$ cat config.mk
export PLATFORM = sky130hd
export DESIGN_NAME = nested_loop_counter_flat
export DESIGN_NICKNAME = d
export VERILOG_FILES = /design/src/rtl/nested_loop_counter_if.sv /design/src/rtl/nested_loop_counter.sv /design/src/flat_wrapper.sv
export SDC_FILE = /design/constraint.sdc
export NUM_CORES = 1
export LEC_CHECK = 0
export CAP_MARGIN = 15
export CORE_UTILIZATION = 35
export DETAILED_ROUTE_END_ITERATION = 7
export SETUP_SLACK_MARGIN = 0.02
export SYNTH_ARGS = -nofsm -noshare
export SYNTH_HDL_FRONTEND = slang
export SYNTH_SLANG_ARGS = --single-unit
$ cat constraint.sdc
create_clock -name clk -period 5.1 [get_ports clk]
set_clock_uncertainty 0.2 [all_clocks]
set_input_delay 1.02 -clock clk [delete_from_list [all_inputs] [get_ports clk]]
set_output_delay 1.02 -clock clk [all_outputs]
set_load 0.005 [all_outputs]
$ cat src/rtl/nested_loop_counter_if.sv
// Control/status bundle between a sweep controller and the nested loop counter.
// The master steps and stalls the index tuple; the counter drives the tuple and its flags.
interface nested_loop_counter_if #(
  parameter int LEVELS = 4,
  parameter int CNT_W  = 32
);
  logic                    start;
  logic                    clear;
  logic                    advance;
  logic [LEVELS*CNT_W-1:0] bound;
  logic [LEVELS*CNT_W-1:0] count;
  logic                    valid;
  logic [LEVELS-1:0]       is_max;
  logic [LEVELS-1:0]       wrap;
  logic                    last;
  logic                    done;

  modport master (
    output start, clear, advance, bound,
    input  count, valid, is_max, wrap, last, done
  );

  modport slave (
    input  start, clear, advance, bound,
    output count, valid, is_max, wrap, last, done
  );
endinterface

$ cat src/rtl/nested_loop_counter.sv
// N-level nested loop counter: level 0 is innermost, all levels roll over through
// a same-cycle carry chain, driven by a start/advance/done handshake.
module nested_loop_counter #(
  parameter int LEVELS = 4,
  parameter int CNT_W  = 32
) (
  input logic                  clk,
  input logic                  rstn,
  nested_loop_counter_if.slave bus
);

  typedef enum logic {IDLE, RUN} state_t;

  state_t            state;
  logic [CNT_W-1:0]  cnt_q [LEVELS];
  logic [CNT_W-1:0]  bnd_q [LEVELS];
  logic              valid_q;
  logic              done_q;

  logic [LEVELS-1:0] is_max;
  logic [LEVELS-1:0] chain;
  logic [LEVELS-1:0] wrap;
  logic [LEVELS-1:0] inc;
  logic              step;
  logic              last;
  logic              acc;

  // Carry chain: a level wraps only when it and every faster level sit at their maximum.
  always_comb begin
    step = bus.advance & valid_q;
    for (int k = 0; k < LEVELS; k++) begin
      is_max[k] = (cnt_q[k] == bnd_q[k] - CNT_W'(1));
    end
    for (int k = 0; k < LEVELS; k++) begin
      acc = 1'b1;
      for (int j = 0; j <= k; j++) begin
        acc = acc & is_max[j];
      end
      chain[k] = acc;
    end
    wrap   = chain & {LEVELS{step}};
    inc    = '0;
    inc[0] = step;
    for (int k = 1; k < LEVELS; k++) begin
      inc[k] = wrap[k-1];
    end
    last = valid_q & chain[LEVELS-1];
  end

  always_ff @(posedge clk or negedge rstn) begin
    if (!rstn) begin
      state   <= IDLE;
      valid_q <= 1'b0;
      done_q  <= 1'b0;
      for (int k = 0; k < LEVELS; k++) begin
        cnt_q[k] <= '0;
        bnd_q[k] <= CNT_W'(1);
      end
    end else if (bus.clear) begin
      state   <= IDLE;
      valid_q <= 1'b0;
      done_q  <= 1'b0;
      for (int k = 0; k < LEVELS; k++) begin
        cnt_q[k] <= '0;
      end
    end else begin
      done_q <= 1'b0;
      case (state)
        IDLE: begin
          if (bus.start) begin
            state   <= RUN;
            valid_q <= 1'b1;
            // A zero trip count would never reach its maximum, so it runs once instead.
            for (int k = 0; k < LEVELS; k++) begin
              cnt_q[k] <= '0;
              if (bus.bound[k*CNT_W +: CNT_W] == '0) begin
                bnd_q[k] <= CNT_W'(1);
              end else begin
                bnd_q[k] <= bus.bound[k*CNT_W +: CNT_W];
              end
            end
          end
        end
        RUN: begin
          if (step && last) begin
            state   <= IDLE;
            valid_q <= 1'b0;
            done_q  <= 1'b1;
            for (int k = 0; k < LEVELS; k++) begin
              cnt_q[k] <= '0;
            end
          end else begin
            for (int k = 0; k < LEVELS; k++) begin
              if (wrap[k]) begin
                cnt_q[k] <= '0;
              end else if (inc[k]) begin
                cnt_q[k] <= cnt_q[k] + CNT_W'(1);
              end
            end
          end
        end
        default: begin
          state   <= IDLE;
          valid_q <= 1'b0;
        end
      endcase
    end
  end

  for (genvar g = 0; g < LEVELS; g++) begin : g_pack
    assign bus.count[g*CNT_W +: CNT_W] = cnt_q[g];
  end

  assign bus.valid  = valid_q;
  assign bus.done   = done_q;
  assign bus.is_max = is_max;
  assign bus.wrap   = wrap;
  assign bus.last   = last;

endmodule

$ cat src/flat_wrapper.sv
// flat-port wrapper written by rule: the top's interface ports become plain ports
module nested_loop_counter_flat 
#(
  parameter int LEVELS = 4,
  parameter int CNT_W  = 32
)
  (clk, rstn, bus_start, bus_clear, bus_advance, bus_bound, bus_count, bus_valid, bus_is_max, bus_wrap, bus_last, bus_done);
  nested_loop_counter_if #(.LEVELS(LEVELS), .CNT_W(CNT_W)) bus_i ();
  input logic clk;
  input logic rstn;
  input wire logic [$bits(bus_i.start)-1:0] bus_start;
  input wire logic [$bits(bus_i.clear)-1:0] bus_clear;
  input wire logic [$bits(bus_i.advance)-1:0] bus_advance;
  input wire logic [$bits(bus_i.bound)-1:0] bus_bound;
  output wire logic [$bits(bus_i.count)-1:0] bus_count;
  output wire logic [$bits(bus_i.valid)-1:0] bus_valid;
  output wire logic [$bits(bus_i.is_max)-1:0] bus_is_max;
  output wire logic [$bits(bus_i.wrap)-1:0] bus_wrap;
  output wire logic [$bits(bus_i.last)-1:0] bus_last;
  output wire logic [$bits(bus_i.done)-1:0] bus_done;
  assign bus_i.start = bus_start;
  assign bus_i.clear = bus_clear;
  assign bus_i.advance = bus_advance;
  assign bus_i.bound = bus_bound;
  assign bus_count = bus_i.count;
  assign bus_valid = bus_i.valid;
  assign bus_is_max = bus_i.is_max;
  assign bus_wrap = bus_i.wrap;
  assign bus_last = bus_i.last;
  assign bus_done = bus_i.done;
  nested_loop_counter #(.LEVELS(LEVELS), .CNT_W(CNT_W)) u_core (.clk(clk), .rstn(rstn), .bus(bus_i));
endmodule
* Word level (Yosys, flattened, before mapping)
Cells that the tools add are included.
W data, S select, Z words.
** Word-level totals
- Bits of input ports :: 133
- Memory bits (read-only) :: 0
- Memories kept :: 0
- Memory bits (writable) :: 0
- Output and inout bits :: 139
- Logic and storage cells :: 75
- Bits in latches :: 0
- Register bits after elaboration :: 259
** Operators by class
- Order comparisons :: 0
- $add $sub $neg :: 8
- Div/mod/pow operators :: 0
- Bitwise operators :: 8
- Shift operators :: 0
- Reduce and logical (&&, ||, !) cells :: 11
- $mul :: 0
- Equal/unequal tests :: 10
- Multiplexer cells :: 27
** Operator list (number)
- $mux W128 :: 3
- $mux W32 :: 12
- $pmux W128 S2 :: 1
- $add A32 B1 Y32 const B :: 4
- $eq A32 B32 Y1 :: 4
- $logic_not A32 Y1 :: 4
- $sub A32 B1 Y32 const B :: 4
- $ne A5 B5 Y1 const B :: 4
- $reduce_and A2 Y1 :: 5
- $mux W1 :: 9
- $ne A3 B3 Y1 const B :: 2
- $and A1 B1 Y1 :: 5
- $and A4 B4 Y4 :: 1
- $pmux W1 S2 :: 2
- $reduce_and A3 Y1 :: 1
- $not A1 Y1 :: 2
- $logic_and A1 B1 Y1 :: 1

* Logic depth before layout (Yosys ltp)
- Depth after elaboration :: 11
- Depth in mapped cells :: 16
- Mapped depth without buffers :: 13

* Least setup slack after synthesis
OpenSTA, ideal clock, no wires.
- Path kind :: register to output
- From :: register u_core.bnd_q[9] (netlist bit)
- To :: output bus_last
- Buffers on the path :: 1
- Required time :: 3.880 ns
- Stages on the path, launching flop included :: 11
- Data arrival time :: 3.391 ns
- Slack :: 0.489 ns
- Path through :: dfrtp_1 -> buf_2 -> or4_1 -> or4_1 -> nor3_1 -> nor3b_1 -> o21ai_0 -> or4_1 -> nor4b_2 -> nand2_1 -> nor2_1
** Between the ends
- Longest elaborated chain between the ends :: 4
** RTL lines
- start: declaration :: RTL line nested_loop_counter.sv:16 : logic [CNT_W-1:0] bnd_q [LEVELS];
- start signal: indexed assignment :: RTL line nested_loop_counter.sv:79 : bnd_q[k] <= bus.bound[k*CNT_W +: CNT_W];
- $sub A32 B1 Y32 :: RTL line nested_loop_counter.sv:32 : is_max[k] = (cnt_q[k] == bnd_q[k] - CNT_W'(1));
- $eq A32 B32 Y1 :: RTL line nested_loop_counter.sv:32
- named net bus_is_max[3] :: RTL line flat_wrapper.sv:17 : output wire logic [$bits(bus_i.is_max)-1:0] bus_is_max;
- $and A1 B1 Y1 :: RTL line nested_loop_counter.sv:37 : acc = acc & is_max[j];
- $and A1 B1 Y1 :: RTL line nested_loop_counter.sv:47 : last = valid_q & chain[LEVELS-1];
- end: declaration :: RTL line flat_wrapper.sv:19 : output wire logic [$bits(bus_i.last)-1:0] bus_last;
The timed path passes the listed nets, and every way through them passes these cells.

* Worst setup path after layout
- From :: register u_core.bnd_q[12] (netlist bit)
- To :: output bus_wrap[3]
** Between the ends
- Longest elaborated chain between the ends :: 4
** RTL lines
- $sub A32 B1 Y32 :: RTL line nested_loop_counter.sv:32
- $eq A32 B32 Y1 :: RTL line nested_loop_counter.sv:32
- $and A1 B1 Y1 :: RTL line nested_loop_counter.sv:37
- $and A4 B4 Y4 :: RTL line nested_loop_counter.sv:41 : wrap = chain & {LEVELS{step}};
- end: declaration :: RTL line flat_wrapper.sv:18 : output wire logic [$bits(bus_i.wrap)-1:0] bus_wrap;
No other way between the ends.

==> flow_summary.ini <==
[clocking]
cts_buffers = 31
clk_pin_slew_worst_paths_ns = 0.06
postCtsHoldBufs = 0
numClockSinks = 259
clock_path_buffers = 3
root_buffer = clkbuf_16
clkLatencyLatePin_ns = 0.58
tritoncts = yes
htree_levels = 1

[yosys]
async_flop_share_pct = 100
yosys.area.top_type = dfrtp_1
yosysUniqueCellTypes = 81
synth_area_um2 = 16500
synth_edf_count = 0
synth_seq_cells = 259
ys.flop_type = dfrtp_1
ys_top_cells_by_area = dfrtp_1 39%, mux2_2 7.9%, xnor2_1 6.2%, xor2_1 5.5%, nor2_1 3.6%
avgSynthCellArea_um2 = 9.28
yosysWarnings = 0
synth_top_area_share_pct = 38.7
syn-num-nets = 1918
ys_seq_area_share_pct = 39.3
synth_cells = 1777

[flow_run]
drv_cap = 0

[finish]
fin_area_um2 = 22400
fillers = 4368
final_cell_mix = 261 x clkdlybuf4s50_1, 255 x dfrtp_1, 153 x nor2_1
final_util_pct = 48.1
layout_commonest_cell = clkdlybuf4s50_1
nets = 2283
syn_to_final_growth_pct = 35.6
drive_gt1_share_pct = 19.8

[timing]
setup_violations = 2
period_needed_ns = 5.18
final_max_slew_viol_count = 0
hold_violations = 0
fin_ws_ns = -0.0830
worst_pin_slew_ns = 0.942
max-slew-margin-rel_pct = 37.2
fin_tns_setup_ns = -0.160
fmax_mhz = 193
period_share_pct = 102
rsz0062_at_grt = true

[power]
pwr-share-clk_pct = 34.7
powerDensity_nw_per_um2 = 295
pwr-share-comb_pct = 26.2
ir_drop_mv = 0.308
p_switching_mw = 2.09
intPower_mw = 4.50
leakage_nw = 8.62
p_sw_share_pct = 31.7
p_seq_share_pct = 39.1
report.power.total_mw = 6.59

[drt]
ant_nets = 0
finalWirelength_um = 54800
via_per_inst = 5.56
dr_total_vias = 15400
drt_first_pass_iters = 7
drtIter0Drc = 1029
routedWlPerCell_um = 19.8
route.detailed.drc = 0

[critical_path]
crit_start = u_core.bnd_q[12]
cp-end-kind = output pin
critPathMaxFanout = 2
crit-reg2reg-launch = u_core.bnd_q[103]
path_class = flop to output pin
worstSetupEndpoint = bus_wrap[3]
cp-start-kind = flop
r2r_cells = 13
r2r_slack_ns = 0.31
required_ns = 3.88
cp_data_arrival_time_ns = 3.96
rr_endpoint = u_core.bus.count[82]

[floorplanning]
initial_utilization_pct = 35.5
std_cell_rows = 79
io_pins = 272
fp.dieH_um = 219
die_width_um = 219
dieArea_um2 = 48000
coreArea_um2 = 46500

[run_status]
violations = negative setup slack
status = finished with violations

[global_routing]
grt-ovfl-total = 0
grtUsageTotal_pct = 22.6
grt_pass1_wl_um = 85800
grt_pass1_vias = 15200
antenna_found_initial = 0
grt_max_degree = 113

[placement]
portBuffers = 271
place_congestion = 0.927
hpwl_um = 41400
post_dp_cell_area_um2 = 20600

[hold_path]
hold_path.class = primary input to asynchronous set/reset pin
[worst min-delay path by stage]
stage                                  from                end  cells past startpoint
after floorplan            u_core.bnd_q[31]   u_core.bnd_q[31]                      1
after global placement    u_core.bnd_q[127]  u_core.bnd_q[127]                      1
after detailed placement  u_core.bnd_q[127]  u_core.bnd_q[127]                      1
after CTS                 u_core.bnd_q[127]  u_core.bnd_q[127]                      1
after global routing       u_core.bnd_q[31]   u_core.bnd_q[31]                      1
final                                  rstn  u_core.bnd_q[111]                      1
[registers in the layout, indices dropped and copies added, names as in the netlist]
| register | count |
|---|---|
| u_core.bnd_q | 128 |
| u_core.bus.valid | 1 |
| u_core.bus.count | 128 |
| u_core.bus.done | 1 |
| u_core.state | 1 |
[synth_stat cells, drive strengths merged (34+ instances only)]
cell      n
nor4     88
nand2   118
and3     34
nor3     66
or4      36
inv      42
mux2    115
nand3    65
clkbuf   62
dfrtp   255
a21oi    44
nand4    54
xor2    103
o21ai    73
nor2    157
xnor2   116
[stage by stage]
stage          std cells  hold WS (ns)  worst slack (ns)
5_1_grt             2774         0.352            -0.204
3_3_place_gp        2691         0.312            -0.173
2_1_floorplan       1777         0.301             0.489
3_5_place_dp        2691         0.327            -0.197
4_1_cts             2764         0.340            -0.148
6_report            2775         0.289           -0.0830
[kinds of logic after synthesis]
kind of cell	synth area share [%]
AOI/OAI and AO/OA	10.9
xor gates and xnor gates	11.6
adders and majority gates	0.607
buffers and inverters	2.87
DFF	39.3
muxes	8.65
and+or+nand+nor	26.0
[power by group through the flow]
stage                     combinational, mW  sequential [mW]  clock (mW)
after floorplan                       0.980             2.54           0
after global placement                 1.58             2.59           0
after detailed placement               1.60             2.59           0
after CTS                              1.67             2.57        2.35
after global routing                   1.88             2.61        2.43
final                                  1.73             2.58        2.29
[routing by layer]
layer	vias up	share of wire (%)	GRT usage (%)
met5	-	0	0
met4	0	2.1	4.95
met1	7619	44	30.0
met3	70	5.6	3.67
li1	7323	-	-
met2	415	48	38.4
[timing repair]
| action | in CTS | in global routing |
|---|---|---|
| setup buffers | 15 | 12 |
| resized for setup | 90 | 52 |
| setup endpoints to repair | 9 | 11 |
| pin swaps | 25 | 31 |
| hold endpoints to repair | 0 | 0 |
[final cells by class]
cell class | instances | area, µm² | share of cell area, %
Timing Repair Buffer | 412 | 3810 | 17.1
Multi-Input combinational cell | 1396 | 10100 | 45.0
Sequential cell | 259 | 6490 | 29.0
Inverter | 42 | 160 | 0.717
Clock inverter | 11 | 111 | 0.498
Antenna cell | 1 | 2.50 | 0.0112
Tap cell | 607 | 759 | 3.40
Clock buffer | 47 | 956 | 4.28
[worst max-delay path, cell delays in order (launching register included)]
cell     delay [ns]
dfrtp_1        0.38
or4_4          0.54
or4_4          0.55
buf_6          0.14
nor3_4         0.16
nor3b_2        0.17
o21ai_1        0.09
or4_4          0.55
nor4b_4        0.30
buf_4          0.17
nor2b_4        0.13
buf_6          0.11
buf_6          0.09
(Power assumes the default switching activity.)
